<file path="src/rtl/reg_file_16x16_if.sv">
// Register-file bus: write-back port, two read ports and the issue/scoreboard signals.
// clk and rst_n stay plain ports on the register file.
interface reg_file_16x16_if #(
  parameter int DATA_W = 16,
  parameter int ADDR_W = 4,
  parameter int CNT_W  = 5
);
  logic              wr_en;
  logic [ADDR_W-1:0] wr_addr;
  logic [DATA_W-1:0] wr_data;
  logic [ADDR_W-1:0] rd_addr_a;
  logic [ADDR_W-1:0] rd_addr_b;
  logic [DATA_W-1:0] rd_data_a;
  logic [DATA_W-1:0] rd_data_b;
  logic              iss_valid;
  logic [ADDR_W-1:0] iss_addr;
  logic              hazard_a;
  logic              hazard_b;
  logic [CNT_W-1:0]  pend_cnt;

  modport master (
    output wr_en, wr_addr, wr_data, rd_addr_a, rd_addr_b, iss_valid, iss_addr,
    input  rd_data_a, rd_data_b, hazard_a, hazard_b, pend_cnt
  );

  modport slave (
    input  wr_en, wr_addr, wr_data, rd_addr_a, rd_addr_b, iss_valid, iss_addr,
    output rd_data_a, rd_data_b, hazard_a, hazard_b, pend_cnt
  );
endinterface

</file>
<file path="src/rtl/reg_file_16x16.sv">
// 16x16 register file: 2 combinational reads, 1 sync write, pending-write scoreboard.
// Optional write-through bypass enabled by defining REGFILE_BYPASS_EN.
module reg_file_16x16 #(
  parameter int DATA_W = 16,
  parameter int ADDR_W = 4,
  parameter int NREG   = 2**ADDR_W
) (
  input logic             clk,
  input logic             rst_n,
  reg_file_16x16_if.slave bus
);
  localparam int CNT_W = 5;

  logic [NREG-1:0][DATA_W-1:0] r_regs;
  logic [NREG-1:0]             r_pend;
  logic [CNT_W-1:0]            r_pend_cnt;
  logic [NREG-1:0]             w_pend_nxt;
  logic [CNT_W-1:0]            w_cnt_nxt;
  logic                        w_wr_hit;

  assign w_wr_hit = bus.wr_en && (bus.wr_addr != '0);

  // Issue is applied after retire so a same-cycle set/clear leaves the bit set.
  always_comb begin
    w_pend_nxt = r_pend;
    w_cnt_nxt  = '0;
    for (int i = 1; i < NREG; i++) begin
      if (bus.wr_en && bus.wr_addr == ADDR_W'(i))     w_pend_nxt[i] = 1'b0;
      if (bus.iss_valid && bus.iss_addr == ADDR_W'(i)) w_pend_nxt[i] = 1'b1;
      w_cnt_nxt = w_cnt_nxt + CNT_W'(w_pend_nxt[i]);
    end
    w_pend_nxt[0] = 1'b0;
  end

  // r_regs[0] is never written, so R0 reads as zero through the normal mux.
  always_ff @(posedge clk or negedge rst_n) begin
    if (!rst_n) begin
      r_regs     <= '0;
      r_pend     <= '0;
      r_pend_cnt <= '0;
    end else begin
      if (w_wr_hit) r_regs[bus.wr_addr] <= bus.wr_data;
      r_pend     <= w_pend_nxt;
      r_pend_cnt <= w_cnt_nxt;
    end
  end

`ifdef REGFILE_BYPASS_EN
  logic w_byp_a, w_byp_b;
  assign w_byp_a = w_wr_hit && (bus.rd_addr_a == bus.wr_addr);
  assign w_byp_b = w_wr_hit && (bus.rd_addr_b == bus.wr_addr);

  assign bus.rd_data_a = w_byp_a ? bus.wr_data : r_regs[bus.rd_addr_a];
  assign bus.rd_data_b = w_byp_b ? bus.wr_data : r_regs[bus.rd_addr_b];
  assign bus.hazard_a  = r_pend[bus.rd_addr_a] & ~w_byp_a;
  assign bus.hazard_b  = r_pend[bus.rd_addr_b] & ~w_byp_b;
`else
  assign bus.rd_data_a = r_regs[bus.rd_addr_a];
  assign bus.rd_data_b = r_regs[bus.rd_addr_b];
  assign bus.hazard_a  = r_pend[bus.rd_addr_a];
  assign bus.hazard_b  = r_pend[bus.rd_addr_b];
`endif

  assign bus.pend_cnt = r_pend_cnt;
endmodule

</file>
<file path="src/flat_wrapper.sv">
// flat-port wrapper written by rule: the top's interface ports become plain ports
module reg_file_16x16_flat 
#(
  parameter int DATA_W = 16,
  parameter int ADDR_W = 4,
  parameter int NREG   = 2**ADDR_W
)
  (clk, rst_n, bus_wr_en, bus_wr_addr, bus_wr_data, bus_rd_addr_a, bus_rd_addr_b, bus_iss_valid, bus_iss_addr, bus_rd_data_a, bus_rd_data_b, bus_hazard_a, bus_hazard_b, bus_pend_cnt);
  reg_file_16x16_if #(.DATA_W(DATA_W), .ADDR_W(ADDR_W), .CNT_W(5)) bus_i ();
  input logic clk;
  input logic rst_n;
  input wire logic [$bits(bus_i.wr_en)-1:0] bus_wr_en;
  input wire logic [$bits(bus_i.wr_addr)-1:0] bus_wr_addr;
  input wire logic [$bits(bus_i.wr_data)-1:0] bus_wr_data;
  input wire logic [$bits(bus_i.rd_addr_a)-1:0] bus_rd_addr_a;
  input wire logic [$bits(bus_i.rd_addr_b)-1:0] bus_rd_addr_b;
  input wire logic [$bits(bus_i.iss_valid)-1:0] bus_iss_valid;
  input wire logic [$bits(bus_i.iss_addr)-1:0] bus_iss_addr;
  output wire logic [$bits(bus_i.rd_data_a)-1:0] bus_rd_data_a;
  output wire logic [$bits(bus_i.rd_data_b)-1:0] bus_rd_data_b;
  output wire logic [$bits(bus_i.hazard_a)-1:0] bus_hazard_a;
  output wire logic [$bits(bus_i.hazard_b)-1:0] bus_hazard_b;
  output wire logic [$bits(bus_i.pend_cnt)-1:0] bus_pend_cnt;
  assign bus_i.wr_en = bus_wr_en;
  assign bus_i.wr_addr = bus_wr_addr;
  assign bus_i.wr_data = bus_wr_data;
  assign bus_i.rd_addr_a = bus_rd_addr_a;
  assign bus_i.rd_addr_b = bus_rd_addr_b;
  assign bus_i.iss_valid = bus_iss_valid;
  assign bus_i.iss_addr = bus_iss_addr;
  assign bus_rd_data_a = bus_i.rd_data_a;
  assign bus_rd_data_b = bus_i.rd_data_b;
  assign bus_hazard_a = bus_i.hazard_a;
  assign bus_hazard_b = bus_i.hazard_b;
  assign bus_pend_cnt = bus_i.pend_cnt;
  reg_file_16x16 #(.DATA_W(DATA_W), .ADDR_W(ADDR_W), .NREG(NREG)) u_core (.clk(clk), .rst_n(rst_n), .bus(bus_i));
endmodule
</file>
<file path="config.mk">
export PLATFORM = sky130hd
export DESIGN_NAME = reg_file_16x16_flat
export DESIGN_NICKNAME = d
export VERILOG_FILES = /design/src/rtl/reg_file_16x16_if.sv /design/src/rtl/reg_file_16x16.sv /design/src/flat_wrapper.sv
export SDC_FILE = /design/constraint.sdc
export NUM_CORES = 1
export LEC_CHECK = 0
export ABC_AREA = 1
export CELL_PAD_IN_SITES_DETAIL_PLACEMENT = 1
export CELL_PAD_IN_SITES_GLOBAL_PLACEMENT = 1
export CORE_MARGIN = 2
export CORE_UTILIZATION = 48
export CTS_CLUSTER_DIAMETER = 200
export DETAILED_ROUTE_END_ITERATION = 8
export PLACE_DENSITY_LB_ADDON = 0.1
export SLEW_MARGIN = 30
export SYNTH_ARGS = -nofsm -noshare
export SYNTH_HDL_FRONTEND = slang
export SYNTH_SLANG_ARGS = --single-unit
</file>
<file path="constraint.sdc">
create_clock -name clk -period 9.8 [get_ports clk]
set_input_delay 1.96 -clock clk [delete_from_list [all_inputs] [get_ports clk]]
set_output_delay 1.96 -clock clk [all_outputs]
set_load 0.005 [all_outputs]
</file>
---- Word level (Yosys, flattened, before mapping) ----
Cells that the tools add are included.
W data, S select, Z words.
storage, ports and cells
  memory bits (read-only) ................. 0
  register bits ........................... 276
  logic and storage cells ................. 140
  memories ................................ 0
  bits in writable memories ............... 0
  input port bits ......................... 36
  bits in latches ......................... 0
operators by class
  bitwise gates (word level) .............. 0
  shift-type cells ........................ 0
  magnitude comparators ................... 4
  multiply operators ...................... 0
  div/mod/pow operators ................... 0
  reduce and logical (&&, ||, !) cells .... 33
  multiplexer cells ....................... 41
  eq/ne operators ......................... 30
  add/subtract/negate cells ............... 14
operators with widths
  operator              number
  $bwmux W256           1
  $bmux W16 S4          2
  $add A5 B1 Y5         13
  $demux W16 S4         1
  $eq A4 B4 Y1 const B  16
  $mux W16              3
  $eq A4 B3 Y1 const B  8
  $logic_and A1 B1 Y1   32
  $mux W1               32
  $eq A4 B2 Y1 const B  4
  $lt A4 B5 Y1 const B  3
  $bmux W1 S4           2
  $eq A4 B1 Y1 const B  2
  $ge A4 B1 Y1 const B  1
  $reduce_bool A4 Y1    1
  $add A1 B1 Y2         1

---- Depth between registers and ports, before layout ----
Gate-level depths: netlist of the first run.
  depth in word-level cells ............... 18
  depth in mapped cells ................... 20
  depth with buffers taken out ............ 19

---- Least setup slack after synthesis of the first run ----
No wires, ideal clock.
  path kind ............................... input-to-reg
  start ................................... in bus_wr_addr[1]
  end ..................................... reg u_core.r_pend_cnt[2], in the netlist u_core.bus.pend_cnt[2]
  arrival time ............................ 5.671 ns
  library setup time ...................... 0.123 ns
  path slack .............................. 4.006 ns
  buffers on the path ..................... 1
  cell stages on the path ................. 17
  path through ............................ inv_1 nor2_1 nand3_1 clkbuf_1 nand2_1 o21ai_0 ha_1 fa_1 inv_1 fa_1 fa_1 fa_1 inv_1 ha_1 inv_1 fa_1 xnor2_1
on the way
  longest elaborated chain between the ends .. 18
  elaborated cells on any way between the ends .. 74
  those cells by class .................... 14 x add/sub; 15 x eq/ne; 30 x mux; 15 x reduce/logical
ends and longest elaborated chain
  what                            line                  text
  start: declaration              flat_wrapper.sv:13    input wire logic [$bits(bus_i.wr_addr)-1:0] bus_wr_addr;
  $eq A4 B2 Y1                    reg_file_16x16.sv:28  if (bus.wr_en && bus.wr_addr == ADDR_W'(i)) w_pend_nxt[i] = 1'b0;
  $logic_and A1 B1 Y1             reg_file_16x16.sv:28
  $mux W1                         reg_file_16x16.sv:28
  $mux W1                         reg_file_16x16.sv:29  if (bus.iss_valid && bus.iss_addr == ADDR_W'(i)) w_pend_nxt[i] = 1'b1;
  named net u_core.w_pend_nxt[2]  reg_file_16x16.sv:17  logic [NREG-1:0] w_pend_nxt;
  $add A1 B1 Y2                   reg_file_16x16.sv:30  w_cnt_nxt = w_cnt_nxt + CNT_W'(w_pend_nxt[i]);
  $add A5 B1 Y5 (13 in series)    reg_file_16x16.sv:30
  named net u_core.w_cnt_nxt[2]   reg_file_16x16.sv:18  logic [CNT_W-1:0] w_cnt_nxt;
  end signal: assignment          reg_file_16x16.sv:44  r_pend_cnt <= w_cnt_nxt;
  end: declaration                reg_file_16x16.sv:16  logic [CNT_W-1:0] r_pend_cnt;
The timed path passes the listed nets, and every way through them passes these cells.
A chain may end at the register's enable or synchronous reset.

---- Worst setup path after layout of the first run ----
  start ................................... in bus_rd_addr_a[1]
  end ..................................... out bus_rd_data_a[11]
on the way
  longest elaborated chain between the ends .. 2
ends and longest elaborated chain
  what                            line                  text
  start: declaration              flat_wrapper.sv:15    input wire logic [$bits(bus_i.rd_addr_a)-1:0] bus_rd_addr_a;
  $bmux W16 S4                    reg_file_16x16.sv:58  assign bus.rd_data_a = r_regs[bus.rd_addr_a];
  $mux W16 (not written as such)  reg_file_16x16.sv:58
  end: declaration                flat_wrapper.sv:19    output wire logic [$bits(bus_i.rd_data_a)-1:0] bus_rd_data_a;
No other way between the ends. The select of a mux whose other input is x is not followed.

==> flow_summary.yaml, run 1 <==
drt:
  m1WireLength_mm: 25.52
  drc: 0
  first_iter_violations: 1422
  wl_mm: 60.80
  wl_met3_mm: 3.750
  wl_per_cell_um: 21.60
  ant_nets: 0
  wl_met2_mm: 29.09
  drt-pass1-iter-count: 5
  routed.top_layer: "met4"
  via_per_inst: 5.815
  vias: 16370
timing:
  setup_tns_ns: 0
  clock.fmax_mhz: 148.5
  relSlewSlack_pct: 26.91
  drv_slew: 0
  setup_viol: 0
  final_hold_viol_count: 0
  worst_pin_slew_ns: 1.096
  rsz0062_at_grt: "no"
  final.min_clock_period_ns: 6.734
  clock_skew_ns: 0.003614
  layout_worst_path_cycle_share_pct: 68.72
floorplan:
  std_cell_rows: 66
  start_util_pct: 48.96
  ios: 75
  dieWidth_um: 186.6
  fp.dieH_um: 186.6
  die_area_sq_mm: 0.03483
  core-area_sq_mm: 0.03270
setup_path:
  critPathLaunchType: "input port"
  criticalPathCategory: "input port to primary output"
  cpPeakStageDelay_ns: 0.80
  cp.arrival_ns: 4.77
  slowest_stage: "inv_2"
  startpoint: "bus_rd_addr_a[1]"
  crit_chain: "buf_2, inv_2, buf_4, nand3_1, nand3_1, nand3_1, nand2_1, clkdlybuf4s50_1"
  path_common_cell: "nand3_1"
  cp.required_ns: 7.84
  cp_max_fo: 39
  r2r-start: "u_core.r_pend[1]"
  end_kind: "primary output"
power:
  seq_power_share_pct: 37.7
  p_clk_share_pct: 32.5
  p_total_mw: 3.959
  netSwitchingFraction_pct: 34.34
  power.density_mw_per_mm2: 219.7
  p_sw_mw: 1.360
  ir_drop_mv: 0.2428
  p_int_mw: 2.600
  power_frac_comb_pct: 29.8
  p_leak_nw: 9.228
finish:
  layout.nets: 2402
  final_cell_mix: "nand2_1 (834), nand3_1 (485), inv_1 (316), dfrtp_1 (276), o21ai_0 (245)"
  final_common_cell: "nand2_1"
  stdcell_count: 2815
  area_delta_synth_final_pct: 12.57
  drive_gt1_share_pct: 4.214
  antenna_cells: 0
placed_design:
  portBuffers: 74
  dp.cells: 2756
  place.gp.congestion: 0.8350
  post-dp-hpwl_mm: 35.31
clock_network:
  clock-root-buffer: "clkbuf_16"
  clkTransAtPathRegs_ns: 0.06
  postCtsSetupBuffers: 0
  insertion_delay_ns: 0.52
  cts_made_buffers: 35
  ctsResizeCount: 0
  htree_levels: 2
  ctsHoldBuffers: 0
  cts_tree: "built"
  numClockSinks: 276
  cts_buffer_depth: 3
yosys:
  yosysSeqAreaShare_pct: 43.14
  syn_avg_cell_area_sq_um: 6.733
  yosysWarnings: 0
  yosysUniqueCellTypes: 21
  syn-instance-count: 2378
  ys_ff_latch: 276
  syn_area_sq_mm: 0.01601
  synth_fp_nets: 2429
job:
  drv_cap: 0
min_path:
  hp-start: "u_core.r_regs[15]"
  min_path_type: "register to register"
global_route:
  grt_pass1_vias: 17500
  grt_pass1_wl_mm: 96.68
  grt_usage_pct: 35.19
  grt_max_degree: 136
  gr-total-overflow: 0
  antenna_found_initial: 0
status:
  run_status: "finished clean"
==> power groups by stage <==
| stage | clock [mW] | combinational (mW) | sequential (mW) |
|---|---|---|---|
| after floorplan | 0 | 0.798 | 1.48 |
| after global placement | 0 | 1.11 | 1.50 |
| after detailed placement | 0 | 1.17 | 1.51 |
| after CTS | 1.29 | 1.19 | 1.49 |
| after global routing | 1.34 | 1.36 | 1.52 |
| final | 1.29 | 1.18 | 1.49 |
==> cell type report <==
| class | count | area (sq um) |
|---|---|---|
| clock buffer | 53 | 1036 |
| clock inverter | 6 | 83.83 |
| fill | 4364 | 14680 |
| inverter | 324 | 1231 |
| multi-input combinational | 1609 | 7238 |
| sequential | 276 | 6907 |
| tap | 442 | 553.0 |
| timing repair buffer | 105 | 973.4 |
==> per-stage QoR <==
step                      area, sq um  util (%)  hold slack (ns)  worst slack (ns)
after floorplan                 16010         -           0.4290             4.006
after global placement          16870     51.58           0.3646             2.786
after detailed placement        16900     51.69           0.3669             2.884
after CTS                       18020     55.11           0.3792             2.882
after global routing            18020     55.11           0.3874             2.995
final                           18020     55.11           0.3784             3.066
==> logic make-up after synthesis <==
kind of cell               Yosys count  share of synthesized area (%)
AOI/OAI and AO/OA                  257                          8.128
adders and majority gates           15                          1.594
buffers and inverters              493                          11.82
and+or+nand+nor                   1335                          35.21
xor gates and xnor gates             2                         0.1094
DFF                                276                          43.14
==> critical path, delay by kind of cell <==
| family | cells | cell delay (ns) |
|---|---|---|
| buffers and inverters | 4 | 2.22 |
| AND/OR/NAND/NOR | 4 | 0.52 |
==> cells in the mapped netlist <==
library cell,number,share of area [%]
clkinv_1,4,0.094
o22ai_1,6,0.23
inv_1,316,7.4
nand3_1,485,15
nor2_1,11,0.26
clkbuf_1,113,2.6
o21ai_0,245,7.7
xnor2_1,1,0.055
nand2_1,836,20
nor3_2,3,0.19
dfrtp_1,276,43
buf_1,22,0.52
fa_1,9,1.1
a22oi_1,1,0.047
a21oi_1,1,0.031
o31ai_1,2,0.094
xor2_1,1,0.055
inv_2,4,0.094
ha_1,6,0.47
buf_2,34,1.1
o21ai_1,2,0.063
==> worst paths after layout <==
kind	endpoint	slack (ns)	cells after the start
worst max-delay path	bus_rd_data_a[11]	3.07	8
worst min-delay path	u_core.r_regs[15]	0.38	0
min in group asynchronous	u_core.r_regs[190]	1.43	1
worst max register to register	u_core.bus.pend_cnt[4]	5.88	13
worst min register to register	u_core.r_regs[15]	0.38	0
max in group asynchronous	u_core.r_regs[19]	6.31	4
==> layer usage <==
metal  track usage, %  up-vias
met5                0        -
met4            14.38        0
met3            4.307      149
met2            59.51      596
met1            45.89     8220
li1                 -     7403
==> sequential cells by signal, indices dropped and copies added, names as in the netlist <==
signal / cells
u_core.r_pend: 15
u_core.r_regs: 256
u_core.bus.pend_cnt: 5
Power figures use the tool's default switching activity.
==> run 2: changes to the inputs <==
- CORE_UTILIZATION: 48 -> 44
- clock period: 9.8 -> 7 ns (I/O delays scaled with it)
==> run 2 against run 1 <==
Wire length up 1.4%. Combinational power up 41%. First-iteration DRC count decreased by 9.1%. Largest cell class unchanged.
==> flow_summary.yaml, run 2 (synthesis gave the netlist of run 1 again) <==
clock_network:
  numClockSinks: 276
  clkTransAtPathRegs_ns: 0.05
  postCtsSetupBuffers: 0
  ctsHoldBuffers: 0
  insertion_delay_ns: 0.52
  cts_made_buffers: 35
  cts_buffer_depth: 3
  clock-root-buffer: "clkbuf_16"
  htree_levels: 2
  ctsResizeCount: 0
  cts_tree: "built"
timing:
  clock_skew_ns: 0.004725
  worst_pin_slew_ns: 0.9981
  relSlewSlack_pct: 33.46
  setup_viol: 0
  whs_ns: 0.3756
  final.min_clock_period_ns: 5.641
  final_hold_viol_count: 0
  clock.fmax_mhz: 177.3
  layout_worst_path_cycle_share_pct: 80.58
  rsz0062_at_grt: "no"
  drv_slew: 0
  setup_tns_ns: 0
setup_path:
  cp.arrival_ns: 4.24
  end_kind: "primary output"
  r2r-start: "u_core.r_pend[1]"
  startpoint: "bus_rd_addr_b[0]"
  path_common_cell: "nand3_1"
  criticalPathCategory: "input port to primary output"
  crit_chain: "buf_4, inv_6, buf_4, nand2_1, nand3_1, nand3_1, nand3_1, nand2_1, clkdlybuf4s50_1"
  cp_max_fo: 99
  slowest_stage: "buf_4"
  critPathLaunchType: "input port"
  cpPeakStageDelay_ns: 0.54
  cp.required_ns: 5.60
drt:
  drt-pass1-iter-count: 6
  wl_mm: 61.64
  vias: 16060
  first_iter_violations: 1293
  drc: 0
  wl_per_cell_um: 21.70
  via_per_inst: 5.652
  ant_nets: 0
floorplan:
  dieWidth_um: 194.8
  std_cell_rows: 69
  fp.dieH_um: 194.8
  core-area_sq_mm: 0.03574
  start_util_pct: 44.79
  die_area_sq_mm: 0.03793
  ios: 75
finish:
  largest-register: "u_core.r_regs"
  post-route-util_pct: 50.67
  antenna_cells: 0
  drive_gt1_share_pct: 4.538
  final_common_cell: "nand2_1"
  area_delta_synth_final_pct: 13.12
  final_cell_mix: "nand2_1 (834), nand3_1 (485), inv_1 (316), dfrtp_1 (276), o21ai_0 (245)"
  largest_reg_flops: 256
  layout.nets: 2409
global_route:
  grt_usage_pct: 32.83
  gr-total-overflow: 0
  grt_pass1_vias: 16990
  antenna_found_initial: 0
  grt_pass1_wl_mm: 97.01
  grt_max_degree: 122
placed_design:
  place.gp.congestion: 0.8872
  portBuffers: 74
  post-dp-hpwl_mm: 35.60
power:
  power.density_mw_per_mm2: 304.0
  ir_drop_mv: 0.3993
  p_leak_nw: 9.263
job:
  drv_cap: 0
status:
  run_status: "finished clean"
min_path:
  hp-start: "u_core.r_regs[11]"
  min_path_type: "register to register"
## run 2: changes by cell type in the layout (fill, tap and decap cells not counted), moves of 2 or more
cell       previous run  this run
buf_12                0         4
buf_4                32        34
buf_6                 0         2
bufinv_16             2         0
clkbuf_1             11         9
clkbuf_16            37        35
clkbuf_8              5        13
clkinv_2              3         1
inv_8                 2         0
## run 2: stage by stage
step,instances,cell area (sq um),total power [mW],worst slack (ns)
3_5_place_dp,2782,17000,3.759,0.8707
5_1_grt,2841,18110,5.880,1.182
3_3_place_gp,2781,16980,3.653,1.078
2_1_floorplan,2378,16010,3.186,1.766
4_1_cts,2841,18100,5.539,1.413
6_report,2841,18110,5.505,1.359
## run 2: path summary, 6_finish.rpt
| check | endpoint | slack [ns] | cells past startpoint |
|---|---|---|---|
| min in group asynchronous | u_core.r_regs[150] | 0.89 | 1 |
| min reg2reg | u_core.r_regs[11] | 0.38 | 0 |
| min | u_core.r_regs[11] | 0.38 | 0 |
| max | bus_rd_data_b[1] | 1.36 | 9 |
| max in group asynchronous | u_core.r_regs[46] | 4.94 | 2 |
| max reg2reg | u_core.bus.pend_cnt[4] | 3.02 | 13 |
## run 2: critical path, delay by kind of cell
kind                   cells  cell delay, ns
buffers and inverters      4            1.98
AND/OR/NAND/NOR            5            0.60
## run 2: area by class of cell
class	instances	area [sq um]
multi-input cells	1609	7238
repair buffers	112	1064
flip-flops and latches	276	6907
clock buffers	57	1089
well taps	461	576.8
fillers	4677	17630
clock inverters	2	13.76
inverters	324	1224
## run 2: layer usage
| metal | global-route usage, % | wire, um | share of wire, % |
|---|---|---|---|
| met1 | 43.15 | 27010 | 44 |
| met2 | 56.88 | 29670 | 48 |
| met4 | 10.83 | 1800 | 2.9 |
| met3 | 3.314 | 3159 | 5.1 |
| met5 | 0 | 0 | 0 |
## run 2: power by group
part	switching, mW	leakage, nW	internal [mW]
Combinational	1.04	5.28	0.615
Clock	0.708	0.544	1.05
Sequential	0.143	3.44	1.94
